## src/rtl/pipelined_control_unit_if.sv

```systemverilog
// pipelined_control_unit_if: IF/ID-to-ID/EX control bundle between the fetch side and the control unit
interface pipelined_control_unit_if #(
   parameter int REG_ADDR_W = 4,
   parameter int ALUOP_W    = 3
);
   logic                  instr_valid;
   logic [1:0]            instruction_type;
   logic [4:0]            func;
   logic [REG_ADDR_W-1:0] rs1, rs2, rd;
   logic                  stall_in, flush_in;
   logic                  ex_valid;
   logic                  JumpI, JumpCI, JumpCD, MemToReg, MemRead, MemWrite, ALUSrc, RegWrite, RegSrc2;
   logic [ALUOP_W-1:0]    ALUOp;
   logic [1:0]            ImmSrc, RegDtn, RegSrc1;
   logic [REG_ADDR_W-1:0] ex_rd;
   logic                  illegal, stall_out, shadow_busy;
   modport master (
      output instr_valid, instruction_type, func, rs1, rs2, rd, stall_in, flush_in,
      input  ex_valid, JumpI, JumpCI, JumpCD, MemToReg, MemRead, MemWrite, ALUSrc, RegWrite, RegSrc2,
      input  ALUOp, ImmSrc, RegDtn, RegSrc1, ex_rd, illegal, stall_out, shadow_busy
   );
   modport slave (
      input  instr_valid, instruction_type, func, rs1, rs2, rd, stall_in, flush_in,
      output ex_valid, JumpI, JumpCI, JumpCD, MemToReg, MemRead, MemWrite, ALUSrc, RegWrite, RegSrc2,
      output ALUOp, ImmSrc, RegDtn, RegSrc1, ex_rd, illegal, stall_out, shadow_busy
   );
endinterface

```

## src/rtl/pipelined_control_unit.sv

```systemverilog
// pipelined_control_unit: registered decoder with load-use bubble, jump-shadow squash, stall and flush
module pipelined_control_unit #(
   parameter int REG_ADDR_W    = 4,
   parameter int ALUOP_W       = 3,
   parameter int BRANCH_SHADOW = 2
) (
   input logic                     clk,
   input logic                     rst,
   pipelined_control_unit_if.slave bus
);
   localparam int CW = (BRANCH_SHADOW < 1) ? 1 : $clog2(BRANCH_SHADOW + 1);
   typedef struct packed {
      logic                  ex_valid;
      logic                  jump_i, jump_ci, jump_cd, mem_to_reg, mem_read, mem_write, alu_src, reg_write, reg_src2;
      logic [ALUOP_W-1:0]    alu_op;
      logic [1:0]            imm_src, reg_dtn, reg_src1;
      logic [REG_ADDR_W-1:0] ex_rd;
   } ctl_t;
   ctl_t          w_dec, r_ctl;
   logic [2:0]    w_use;
   logic          w_legal, w_busy, w_hazard, w_squash, w_jump, r_illegal;
   logic [CW-1:0] r_cnt;
   // decode the IF/ID instruction; w_use marks which of {rd, rs2, rs1} it reads
   always_comb begin
      w_dec   = '0;
      w_legal = 1'b0;
      w_use   = 3'b000;
      case (bus.instruction_type)
         2'b10: if (!bus.func[4]) begin
            w_legal          = !bus.func[3] && bus.func[2:0] <= 3'd4;
            w_dec.alu_op     = ALUOP_W'(bus.func[2:0]);
            w_dec.reg_write  = 1'b1;
            w_dec.reg_dtn    = 2'b01;
            w_dec.reg_src2   = 1'b1;
            w_dec.reg_src1   = 2'b10;
            w_use            = 3'b011;
         end else begin
            w_legal          = bus.func[3] && bus.func[2:0] <= 3'd5;
            w_dec.alu_op     = ALUOP_W'(bus.func[2:0]);
            w_dec.alu_src    = 1'b1;
            w_dec.imm_src    = 2'b10;
            w_dec.reg_write  = 1'b1;
            w_dec.reg_dtn    = 2'b01;
            w_dec.reg_src1   = 2'b10;
            w_use            = 3'b001;
         end
         2'b00: begin
            w_legal          = bus.func[4:3] != 2'b01;
            w_dec.jump_i     = bus.func[4:3] == 2'b00;
            w_dec.jump_ci    = bus.func[4:3] == 2'b10;
            w_dec.jump_cd    = bus.func[4:3] == 2'b11;
            w_dec.alu_op     = ALUOP_W'(1);
         end
         2'b01: begin
            w_legal          = 1'b1;
            w_dec.alu_src    = 1'b1;
            w_dec.imm_src    = 2'b01;
            w_dec.reg_src1   = 2'b01;
            w_dec.mem_write  = !bus.func[4];
            w_dec.mem_to_reg = bus.func[4];
            w_dec.mem_read   = bus.func[4];
            w_dec.reg_write  = bus.func[4];
            w_use            = bus.func[4] ? 3'b001 : 3'b101;
         end
         default: w_legal = 1'b0;
      endcase
      w_dec.ex_valid = 1'b1;
      w_dec.ex_rd    = bus.rd;
      if (!(bus.instr_valid && w_legal)) begin
         w_dec = '0;
         w_use = 3'b000;
      end
   end
   assign w_busy   = r_cnt != '0;
   assign w_jump   = w_dec.jump_i | w_dec.jump_ci | w_dec.jump_cd;
   assign w_hazard = !w_busy && r_ctl.ex_valid && r_ctl.mem_read &&
                     ((w_use[0] && bus.rs1 == r_ctl.ex_rd) ||
                      (w_use[1] && bus.rs2 == r_ctl.ex_rd) ||
                      (w_use[2] && bus.rd  == r_ctl.ex_rd));
   assign w_squash = w_hazard || (w_busy && bus.instr_valid);
   // ID/EX register and shadow counter; flush beats stall, stall beats everything else
   always_ff @(posedge clk or posedge rst) begin
      if (rst) begin
         r_ctl     <= '0;
         r_illegal <= 1'b0;
         r_cnt     <= '0;
      end else if (bus.flush_in) begin
         r_ctl     <= '0;
         r_illegal <= 1'b0;
         r_cnt     <= '0;
      end else if (!bus.stall_in) begin
         r_ctl     <= w_squash ? '0 : w_dec;
         r_illegal <= !w_squash && bus.instr_valid && !w_legal;
         r_cnt     <= w_busy ? r_cnt - 1'b1 : (w_jump && !w_squash) ? CW'(BRANCH_SHADOW) : '0;
      end
   end
   assign bus.ex_valid    = r_ctl.ex_valid;
   assign bus.JumpI       = r_ctl.jump_i;
   assign bus.JumpCI      = r_ctl.jump_ci;
   assign bus.JumpCD      = r_ctl.jump_cd;
   assign bus.MemToReg    = r_ctl.mem_to_reg;
   assign bus.MemRead     = r_ctl.mem_read;
   assign bus.MemWrite    = r_ctl.mem_write;
   assign bus.ALUSrc      = r_ctl.alu_src;
   assign bus.RegWrite    = r_ctl.reg_write;
   assign bus.RegSrc2     = r_ctl.reg_src2;
   assign bus.ALUOp       = r_ctl.alu_op;
   assign bus.ImmSrc      = r_ctl.imm_src;
   assign bus.RegDtn      = r_ctl.reg_dtn;
   assign bus.RegSrc1     = r_ctl.reg_src1;
   assign bus.ex_rd       = r_ctl.ex_rd;
   assign bus.illegal     = r_illegal;
   assign bus.shadow_busy = w_busy;
   assign bus.stall_out   = !rst && (bus.stall_in || w_hazard);
endmodule

```

## src/flat_wrapper.sv

```systemverilog
// flat-port wrapper written by rule: the top's interface ports become plain ports
module pipelined_control_unit_flat 
#(
   parameter int REG_ADDR_W    = 4,
   parameter int ALUOP_W       = 3,
   parameter int BRANCH_SHADOW = 2
)
  (clk, rst, bus_instr_valid, bus_instruction_type, bus_func, bus_rs1, bus_rs2, bus_rd, bus_stall_in, bus_flush_in, bus_ex_valid, bus_JumpI, bus_JumpCI, bus_JumpCD, bus_MemToReg, bus_MemRead, bus_MemWrite, bus_ALUSrc, bus_RegWrite, bus_RegSrc2, bus_ALUOp, bus_ImmSrc, bus_RegDtn, bus_RegSrc1, bus_ex_rd, bus_illegal, bus_stall_out, bus_shadow_busy);
  pipelined_control_unit_if #(.REG_ADDR_W(REG_ADDR_W), .ALUOP_W(ALUOP_W)) bus_i ();
  input logic clk;
  input logic rst;
  input wire logic [$bits(bus_i.instr_valid)-1:0] bus_instr_valid;
  input wire logic [$bits(bus_i.instruction_type)-1:0] bus_instruction_type;
  input wire logic [$bits(bus_i.func)-1:0] bus_func;
  input wire logic [$bits(bus_i.rs1)-1:0] bus_rs1;
  input wire logic [$bits(bus_i.rs2)-1:0] bus_rs2;
  input wire logic [$bits(bus_i.rd)-1:0] bus_rd;
  input wire logic [$bits(bus_i.stall_in)-1:0] bus_stall_in;
  input wire logic [$bits(bus_i.flush_in)-1:0] bus_flush_in;
  output wire logic [$bits(bus_i.ex_valid)-1:0] bus_ex_valid;
  output wire logic [$bits(bus_i.JumpI)-1:0] bus_JumpI;
  output wire logic [$bits(bus_i.JumpCI)-1:0] bus_JumpCI;
  output wire logic [$bits(bus_i.JumpCD)-1:0] bus_JumpCD;
  output wire logic [$bits(bus_i.MemToReg)-1:0] bus_MemToReg;
  output wire logic [$bits(bus_i.MemRead)-1:0] bus_MemRead;
  output wire logic [$bits(bus_i.MemWrite)-1:0] bus_MemWrite;
  output wire logic [$bits(bus_i.ALUSrc)-1:0] bus_ALUSrc;
  output wire logic [$bits(bus_i.RegWrite)-1:0] bus_RegWrite;
  output wire logic [$bits(bus_i.RegSrc2)-1:0] bus_RegSrc2;
  output wire logic [$bits(bus_i.ALUOp)-1:0] bus_ALUOp;
  output wire logic [$bits(bus_i.ImmSrc)-1:0] bus_ImmSrc;
  output wire logic [$bits(bus_i.RegDtn)-1:0] bus_RegDtn;
  output wire logic [$bits(bus_i.RegSrc1)-1:0] bus_RegSrc1;
  output wire logic [$bits(bus_i.ex_rd)-1:0] bus_ex_rd;
  output wire logic [$bits(bus_i.illegal)-1:0] bus_illegal;
  output wire logic [$bits(bus_i.stall_out)-1:0] bus_stall_out;
  output wire logic [$bits(bus_i.shadow_busy)-1:0] bus_shadow_busy;
  assign bus_i.instr_valid = bus_instr_valid;
  assign bus_i.instruction_type = bus_instruction_type;
  assign bus_i.func = bus_func;
  assign bus_i.rs1 = bus_rs1;
  assign bus_i.rs2 = bus_rs2;
  assign bus_i.rd = bus_rd;
  assign bus_i.stall_in = bus_stall_in;
  assign bus_i.flush_in = bus_flush_in;
  assign bus_ex_valid = bus_i.ex_valid;
  assign bus_JumpI = bus_i.JumpI;
  assign bus_JumpCI = bus_i.JumpCI;
  assign bus_JumpCD = bus_i.JumpCD;
  assign bus_MemToReg = bus_i.MemToReg;
  assign bus_MemRead = bus_i.MemRead;
  assign bus_MemWrite = bus_i.MemWrite;
  assign bus_ALUSrc = bus_i.ALUSrc;
  assign bus_RegWrite = bus_i.RegWrite;
  assign bus_RegSrc2 = bus_i.RegSrc2;
  assign bus_ALUOp = bus_i.ALUOp;
  assign bus_ImmSrc = bus_i.ImmSrc;
  assign bus_RegDtn = bus_i.RegDtn;
  assign bus_RegSrc1 = bus_i.RegSrc1;
  assign bus_ex_rd = bus_i.ex_rd;
  assign bus_illegal = bus_i.illegal;
  assign bus_stall_out = bus_i.stall_out;
  assign bus_shadow_busy = bus_i.shadow_busy;
  pipelined_control_unit #(.REG_ADDR_W(REG_ADDR_W), .ALUOP_W(ALUOP_W), .BRANCH_SHADOW(BRANCH_SHADOW)) u_core (.clk(clk), .rst(rst), .bus(bus_i));
endmodule
```

## config.mk

```make
export PLATFORM = sky130hd
export DESIGN_NAME = pipelined_control_unit_flat
export DESIGN_NICKNAME = d
export VERILOG_FILES = /design/src/rtl/pipelined_control_unit_if.sv /design/src/rtl/pipelined_control_unit.sv /design/src/flat_wrapper.sv
export SDC_FILE = /design/constraint.sdc
export NUM_CORES = 1
export LEC_CHECK = 0
export BUFFER_PORTS_ARGS = -buffer_cell sky130_fd_sc_hd__buf_4
export CORE_MARGIN = 2
export CORE_UTILIZATION = 53
export CTS_CLUSTER_DIAMETER = 100
export DETAILED_ROUTE_END_ITERATION = 8
export GPL_ROUTABILITY_DRIVEN = 0
export PLACE_DENSITY = 0.84
export SYNTH_ARGS = -nofsm -noshare
export SYNTH_HDL_FRONTEND = slang
export SYNTH_SLANG_ARGS = --single-unit
export TNS_END_PERCENT = 5
```

## constraint.sdc

```tcl
create_clock -name clk -period 4.9 [get_ports clk]
set_input_delay 0.245 -clock clk [delete_from_list [all_inputs] [get_ports clk]]
set_output_delay 0.245 -clock clk [all_outputs]
set_load 0.005 [all_outputs]
```

# Word level (Yosys, flattened, before mapping)
# Cells that the tools add are included.
# word_totals
romBits,0
output_inout_bits,26
memories,0
ramBits,0
latch_bits,0
reg_bits,26
wordCells,85
in_bits,24
# classes
n_bitwise,2
div,0
n_addsub,1
order_cmp,2
eq_ne,9
n_reduce_logical,27
shifts,0
multipliers,0
n_mux,27
# op_table
cell,count
23-bit 2-to-1 mux,4
1-bit logical AND,14
4-bit equality test,3
2-bit 2-to-1 mux,6
3-bit 2-to-1 mux,4
2-bit one-hot mux with 2 select lines,3
3-bit one-hot mux with 2 select lines,2
1-bit 2-to-1 mux,7
2-bit equality test (second input constant),3
3-bit less-or-equal comparator (second input constant),2
1-bit logical NOT,6
2-bit logical NOT,2
1-bit logical OR,4
2-bit by 1-bit != test with 1-bit output (second input constant),2
1-bit one-hot mux with 3 select lines,1
2-bit by 1-bit equality test with 1-bit output (second input constant),1
1-bit bitwise OR,2
2-bit nonzero test,1
2-bit by 1-bit subtractor with 2-bit output (second input constant),1

# Depth between registers and ports, before layout
# Gate-level depths: netlist of the first run.
# logic_depth
word_depth,17
ltp_mapped,8
ltp_nobuf,7

# Worst setup path before layout of the first run
# No wires, ideal clock.
# synth_timing
kind,in2reg
start,input bus_instruction_type[0]
end,register u_core.r_ctl (netlist bit u_core.bus.ALUOp[0])
stages,8
setup_slack_ns,3.236
required_ns,4.780
path_buffers,1
setup_time_ns,0.120
t_arrival_ns,1.544
cell_sequence,inv_1 > ha_1 > nand2b_4 > nor4_2 > nand4_1 > nand4_4 > buf_6 > o21ai_2
# synth_via
elab_chain_cells,12
word_cells_on_any_way,19
classes_between,eq/ne (2); mux (8); reduce/logical (9)
# synth_lines
item,line,source
"start, declared",flat_wrapper.sv:13,input wire logic [$bits(bus_i.instruction_type)-1:0] bus_instruction_type;
"2-bit by 1-bit equality test with 1-bit output, or another cell as far along",pipelined_control_unit.sv:28,case (bus.instruction_type)
1-bit one-hot mux with 3 select lines,pipelined_control_unit.sv:28,
1-bit logical AND,pipelined_control_unit.sv:69,if (!(bus.instr_valid && w_legal)) begin
3-bit 2-to-1 mux,pipelined_control_unit.sv:69,
1-bit logical AND (on tied branches),"pipelined_control_unit.sv:77, pipelined_control_unit.sv:78",
1-bit logical OR,pipelined_control_unit.sv:77,((w_use[0] && bus.rs1 == r_ctl.ex_rd) ||
1-bit logical OR,pipelined_control_unit.sv:78,(w_use[1] && bus.rs2 == r_ctl.ex_rd) ||
1-bit logical AND,pipelined_control_unit.sv:76,assign w_hazard = !w_busy && r_ctl.ex_valid && r_ctl.mem_read &&
1-bit logical OR,pipelined_control_unit.sv:80,assign w_squash = w_hazard || (w_busy && bus.instr_valid);
23-bit 2-to-1 mux (*),pipelined_control_unit.sv:92,r_ctl <= w_squash ? '0 : w_dec;
23-bit 2-to-1 mux (*),pipelined_control_unit.sv:91,end else if (!bus.stall_in) begin
23-bit 2-to-1 mux (*),pipelined_control_unit.sv:87,end else if (bus.flush_in) begin
"end signal, assigned",pipelined_control_unit.sv:92,
"end, declared",pipelined_control_unit.sv:19,"ctl_t w_dec, r_ctl;"
# Mark *: on every way between the ends. The rest lies on a longest branch, timed or not. The select of a mux whose other input is x is not followed.
# A chain may end at the register's enable or synchronous reset.

# Worst setup path after layout of the first run
# layout_timing
start,register u_core.r_ctl (netlist bit u_core.bus.ex_rd[2])
end,output bus_stall_out
# layout_via
elab_chain_cells,7
word_cells_on_any_way,11
classes_between,eq/ne (3); reduce/logical (8)
# layout_lines
item,line,source
4-bit equality test (on tied branches),"pipelined_control_unit.sv:77, pipelined_control_unit.sv:78",
1-bit logical AND (on tied branches),"pipelined_control_unit.sv:77, pipelined_control_unit.sv:78",
1-bit logical OR,pipelined_control_unit.sv:77,
1-bit logical OR (*),pipelined_control_unit.sv:78,
1-bit logical AND (*),pipelined_control_unit.sv:76,
1-bit logical OR (*),pipelined_control_unit.sv:114,assign bus.stall_out = !rst && (bus.stall_in || w_hazard);
1-bit logical AND (*),pipelined_control_unit.sv:114,
"end, declared",flat_wrapper.sv:36,output wire logic [$bits(bus_i.stall_out)-1:0] bus_stall_out;
# Mark *: on every way between the ends. The rest lies on a longest branch, timed or not.

==> results of run 1 <==
## synthesized netlist by cell type (2+ instances only)
library cell,count
a21oi_1,6
and3_1,2
buf_4,4
buf_6,2
clkbuf_1,2
dfrtp_1,22
ha_1,4
inv_1,15
nand2_1,24
nand3_1,2
nand4_1,2
nor2_1,6
nor4_2,2
o21ai_1,2
o21ai_2,7
o31ai_1,4
o31ai_4,2
o41ai_1,2
xor2_1,11
## stage by stage
step	setup WS, ps	instance area, µm²	hold WS, ps	instances
after floorplan	3240	1390	243	142
after global placement	2920	1740	430	213
after detailed placement	2840	1740	446	213
after CTS	2610	1790	79.7	217
after global routing	2500	1790	82.7	217
final	2620	1790	77.5	217
## cell type report
| class | instances | area, µm² |
|---|---|---|
| multi-input cells | 97 | 727 |
| inverters | 15 | 56.3 |
| clock inverters | 1 | 30.0 |
| repair buffers | 49 | 368 |
| flip-flops and latches | 22 | 551 |
| clock buffers | 3 | 22.5 |
| fillers | 180 | 686 |
| well taps | 30 | 37.5 |
## where the power goes
part | total [W] | internal [W] | switching, W | leakage, nW
Combinational | 0.0000673 | 0.0000295 | 0.0000378 | 0.570
Clock | 0.000146 | 0.0000828 | 0.0000631 | 0.0279
Sequential | 0.000187 | 0.000184 | 0.00000259 | 0.306
Total | 0.000400 | 0.000296 | 0.000103 | 0.904
## critical path: stages (launching register included)
cell and delay, ps:
dfrtp_1 480, xor2_1 200, nor4_2 420, a221oi_2 110, nor3b_1 260, o21a_1 150, buf_4 100
## per-layer routing
metal | wire (µm) | vias up | track usage
li1 | - | 568 | -
met1 | 1340 | 573 | 0.283
met2 | 1780 | 42 | 0.423
met3 | 146 | 5 | 0.0234
met4 | 54 | 0 | 0.0941
met5 | 0 | - | 0
## sequential cells by signal (all words and copies together), names as in the netlist
name,cells
u_core.bus.JumpCI,1
u_core.bus.ex_rd,4
u_core.bus.ALUSrc,1
u_core.bus.ImmSrc,1
u_core.r_cnt,2
u_core.bus.MemRead,1
u_core.bus.illegal,1
u_core.bus.RegSrc1,1
u_core.bus.JumpI,1
u_core.bus.ex_valid,1
u_core.bus.RegSrc2,1
u_core.bus.RegWrite,1
u_core.bus.JumpCD,1
u_core.bus.MemWrite,1
u_core.bus.RegDtn,1
u_core.bus.ALUOp,3
## cells by family (layout without fill, tap and decap cells)
group / count (synthesis) / after routing / synth area share
and+or+nand+nor: 49 / 49 / 0.198
AOI/OAI and AO/OA: 31 / 31 / 0.209
buffers and inverters: 23 / 68 / 0.0835
DFF: 22 / 22 / 0.395
xor gates and xnor gates: 12 / 12 / 0.0754
adders and majority gates: 4 / 4 / 0.0359
other: 1 / 1 / 0.00269
## how the worst max path moves through the flow
stage,start,end,slack [ps]
after global placement,bus_instruction_type[0],bus_stall_out,2920
after detailed placement,bus_instruction_type[0],u_core.bus.JumpCI,2840
after floorplan,bus_instruction_type[0],u_core.bus.ALUOp[0],3240
final,u_core.bus.ex_rd[2],bus_stall_out,2620
after CTS,u_core.bus.ex_rd[2],bus_stall_out,2610
after global routing,u_core.bus.ex_rd[2],bus_stall_out,2500
==> results.md, run 1 <==
- # rows: 18
- Arrival time at the worst endpoint: slightly above 2000 ps
- Skew-Pair Late Insertion Delay: 330 ps
- Syn-to-layout area delta: 28.5%
- Post-synth ARST share: 1.00
- Share of layout cells above drive strength 1: 0.390
- Kind of end point of the critical path: output pin
- Post-CTS Setup Bufs: 0
- Final Setup Violations: 0
- CTS Root Cell: clkbuf_4
- Die H: 55.3 µm
- CTS Buf Count: 3
- Setup TNS: 0 ps
- HP Class: in -> async
- Vias per inst: 5.47
- Antenna violations before repair: 0
- H-tree Lvls: 1
- Top-level I/O count: 50
- Clk buf depth: 2
- RSZ-0062 raised after global routing: no
- Worst vdd ir: about 0.19 mV
- FF+latch count, synth: 22
- Worst R2R Path Depth: 5
- Pwr Total: 0.000400 W
- Slew headroom: 0.430
- Total wire length: roughly 3300 µm
- Post-CTS sizing: 0
- ANT cells: 0
- Crit Path Class: reg -> out
- Dpl hpwl: 2530 µm
- Final Net Count: 216
- Largest cells by area after synthesis: dfrtp_1 39%, xor2_1 6.9%, nand2_1 6.5%, o21ai_2 4.4%, inv_1 4.0%
- Final hold vios: 0
- Mapped Avg Cell Area: about 9.8 µm²
- Core Area: ~0.0025 mm²
- FF-to-FF End: u_core.bus.JumpCI
- Hold-fix buffers, CTS: 0
- CP Launch Type: flip-flop
- Fin crit share: 0.465
- Routed Antenna Nets: 0
- Cell Pwr Density: 223 mW/mm²
- DR vias: 1188
- Most common cell after layout, fill and taps aside: buf_4
- Global Route Usage Sum: 0.234
- Die ar.: 0.00306 mm²
- Cell count after synthesis: 142
- Reg-to-reg slack, setup: 3030 ps
- Min Tclk post-route: 2280 ps
- Worst r2r src: u_core.bus.ex_rd[2]
- Post-Syn Nets: 170
- Largest net degree at the start of global routing: 24
- Synth Cell Area: 0.00139 mm²
- DRC Markers: 0
- Skew final: 2.68 ps
- Static Leakage: about 0.90 nW
- CP Max Fanout: 5
- Vias in the first global route: 1208
- Final Util: 0.723
- Yosys warnings: 0
- TritonCTS Sinks: 22
- Peak Freq: approximately 440 MHz
- Yosys top cell by area: dfrtp_1
- Sequential fraction of the synthesis area: 0.395
- Most frequent cells in the layout: 49 x buf_4, 24 x nand2_1, 22 x dfrtp_1, 15 x inv_1, 11 x xor2_1
- Avg WL per Cell: around 15 µm
- CTS clk-pin slew, worst paths: roughly 130 ps
- Starting Density: 0.563
- Ys flop type: dfrtp_1
- Max-cap violations: 0
- Post-synth cell types: 40
- Least-Margin Pin Slew: around 850 ps
- EDFF count, synth: 0
- First DRT Iteration DRCs: 22
- Die X-Extent: about 55 µm
- Port bufs: 48
- Congestion Overflow GR: 0
- Slew Limit Fails: 0
- Critical Path RT: 4660 ps
- Initial DRT Pass Iterations: 4
- Outcome: completed
- TritonCTS clock tree: yes
- First-pass GRT wire length: 5690 µm
- Synth top area share: 0.395
Power figures use the tool's default switching activity.
==> run 2, diff against run 1 <==
- CORE_UTILIZATION: 53 -> 44
- PLACE_DENSITY: 0.84 -> 0.75
- clock period: 4.9 -> 2 ns (I/O delays scaled with it)
==> results.md, run 2 (synthesis results as in run 1) <==
- Outcome: finished, violations left
- Violated checks: negative setup slack
- Clk buf depth: 2 (unchanged)
- Most common cell after layout, fill and taps aside: buf_4
- Share of layout cells above drive strength 1: 0.448 (+0.0574)
- Total wire length: 3390 µm (+2.0%)
- CTS Buf Count: 3 (unchanged)
- # rows: 20 (+2)
- Top-level I/O count: 50 (unchanged)
- Core Area: 0.00303 mm² (+22%)
- Skew-Pair Late Insertion Delay: 310 ps (-20 ps)
- CTS clk-pin slew, worst paths: 120 ps (about the same)
- Initial DRT Pass Iterations: 4 (unchanged)
- Starting Density: 0.460 (-0.102)
- Final Net Count: 230 (+6.5%)
- Largest net degree at the start of global routing: 23 (-4.2%)
- Static Leakage: 0.968 nW (+7.1%)
- Peak Freq: 492 MHz
- First DRT Iteration DRCs: 59 (+170%)
- Area taken by flip-flops and latches: 553 µm² (+0.45%)
- CP Max Fanout: 5 (unchanged)
- Min Tclk post-route: approximately 2000 ps
- Die ar.: 0.00363 mm² (+19%)
- Global Route Usage Sum: 0.191 (-0.0430)
- Most frequent cells in the layout: 60 x buf_4, 24 x nand2_1, 20 x dfrtp_1, 15 x inv_1, 9 x xor2_1
- CTS Root Cell: clkbuf_4
- TritonCTS Sinks: 22 (unchanged)
- Finished Layout Cells: 245 (+13%)
- DR vias: 1270 (+6.9%)
- Hold WS: 33.0 ps (-44.4 ps)
- RSZ-0062 raised after global routing: yes
- Setup TNS: -33.8 ps (-33.8 ps)
- Kind of end point of the critical path: output pin
- Cell Pwr Density: 504 mW/mm² (+130%)
- Congestion Overflow GR: 0 (unchanged)
- Crit Path Class: reg -> out
- ANT cells: 0 (unchanged)
- Setup WS post-layout: -33.8 ps (-2650 ps)
- Vias per inst: 5.18 (-5.3%)
- Skew final: 2.25 ps (-0.435 ps)
- Vias in the first global route: 1125 (-6.9%)
- Worst R2R Path Depth: 7 (+2)
- First-pass GRT wire length: 5110 µm (-10%)
- Placed cell count: 228 (+7.0%)
- Multi-input gate area in the final layout: 761 µm² (+4.6%)
- Final Setup Violations: 1 (+1)
- Post-Place Setup Slack: 88.2 ps (-2750 ps)
- Syn-to-layout area delta: 40.5%
- TritonCTS clock tree: yes
- Die H: 60.3 µm (+9.1%)
- Dpl hpwl: 2460 µm (-2.9%)
- CP Launch Type: flip-flop
- Routed Antenna Nets: 0 (unchanged)
- Fin crit share: 1.02
- Post-DP Area: 0.00176 mm² (+1.4%)
- Die X-Extent: 60.3 µm (+9.1%)
- Port bufs: 48 (unchanged)
- Worst vdd ir: 0.479 mV (+160%)
- H-tree Lvls: 1 (unchanged)
- Slew Limit Fails: 0 (unchanged)
- Worst hold path stage count: 3
- HP Class: in -> reg
- Critical Path RT: 1900 ps (-2760 ps)
- Final hold vios: 0 (unchanged)
- Arrival time at the worst endpoint: 1930 ps (-100 ps)
- Max FFs per register: 4 (unchanged)
- Avg WL per Cell: 13.8 µm (-9.7%)
- Fillers: 247 (+37%)
- Fin area: 0.00196 mm² (+9.3%)
- Max-cap violations: 0 (unchanged)
- Antenna violations before repair: 0 (unchanged)
- DRC Markers: 0 (unchanged)
run 2: layout make-up:
cell class / instances / share of cell area
Inverter: 15 / 0.0288
Tap cell: 44 / 0.0281
Clock buffer: 3 / 0.0115
Multi-Input combinational cell: 97 / 0.388
Clock inverter: 1 / 0.0153
Sequential cell: 22 / 0.282
Timing Repair Buffer: 63 / 0.245
run 2: layer usage:
layer  GRT usage  vias up  routed length, µm
li1            -      599                  -
met1       0.238      620               1300
met2       0.326       45               1840
met3      0.0303        6                201
met4      0.0825        0                 53
met5           0        -                  0
run 2: through the flow:
stage                     utilization  total power, W
after global placement          0.583        0.000627
after floorplan                     -        0.000559
final                           0.647        0.000986
after detailed placement        0.583        0.000630
after global routing            0.647         0.00104
after CTS                       0.617        0.000982
run 2: final timing paths:
check / from / slack (ps) / to
setup / recovery: u_core.bus.ex_rd[1] / -30 / bus_stall_out
hold / removal: bus_rd[2] / 30 / u_core.bus.ex_rd[2]
setup reg to reg: u_core.bus.ex_rd[3] / 50 / u_core.bus.RegWrite
hold reg to reg: u_core.bus.RegSrc2 / 490 / u_core.bus.RegSrc2
max in group asynchronous: rst / 1350 / u_core.bus.ex_rd[3]
min in group asynchronous: rst / 420 / u_core.bus.ex_rd[1]
run 2: repair_timing:
| action | 4_1_cts | 5_1_grt |
|---|---|---|
| setup buffers | 2 | 8 |
| hold endpoints to repair | 26 | 0 |
| pin swaps | 3 | 5 |
| endpoints found under the setup margin | 1 | 8 |
| resized for setup | 2 | 5 |
| hold buffers | 3 | 0 |
run 2: power breakdown:
part	internal, W	leakage [nW]	switching (W)	total (W)
Clock	0.000203	0.0279	0.000141	0.000344
Combinational	0.0000860	0.637	0.0000988	0.000185
Sequential	0.000451	0.303	0.00000650	0.000457
run 2: critical path, cell delays in order (launching register included):
cell	delay [ps]
dfrtp_1	470
xor2_1	310
nor4_4	70
a221oi_2	350
nor3b_2	80
o21a_1	200
buf_4	130
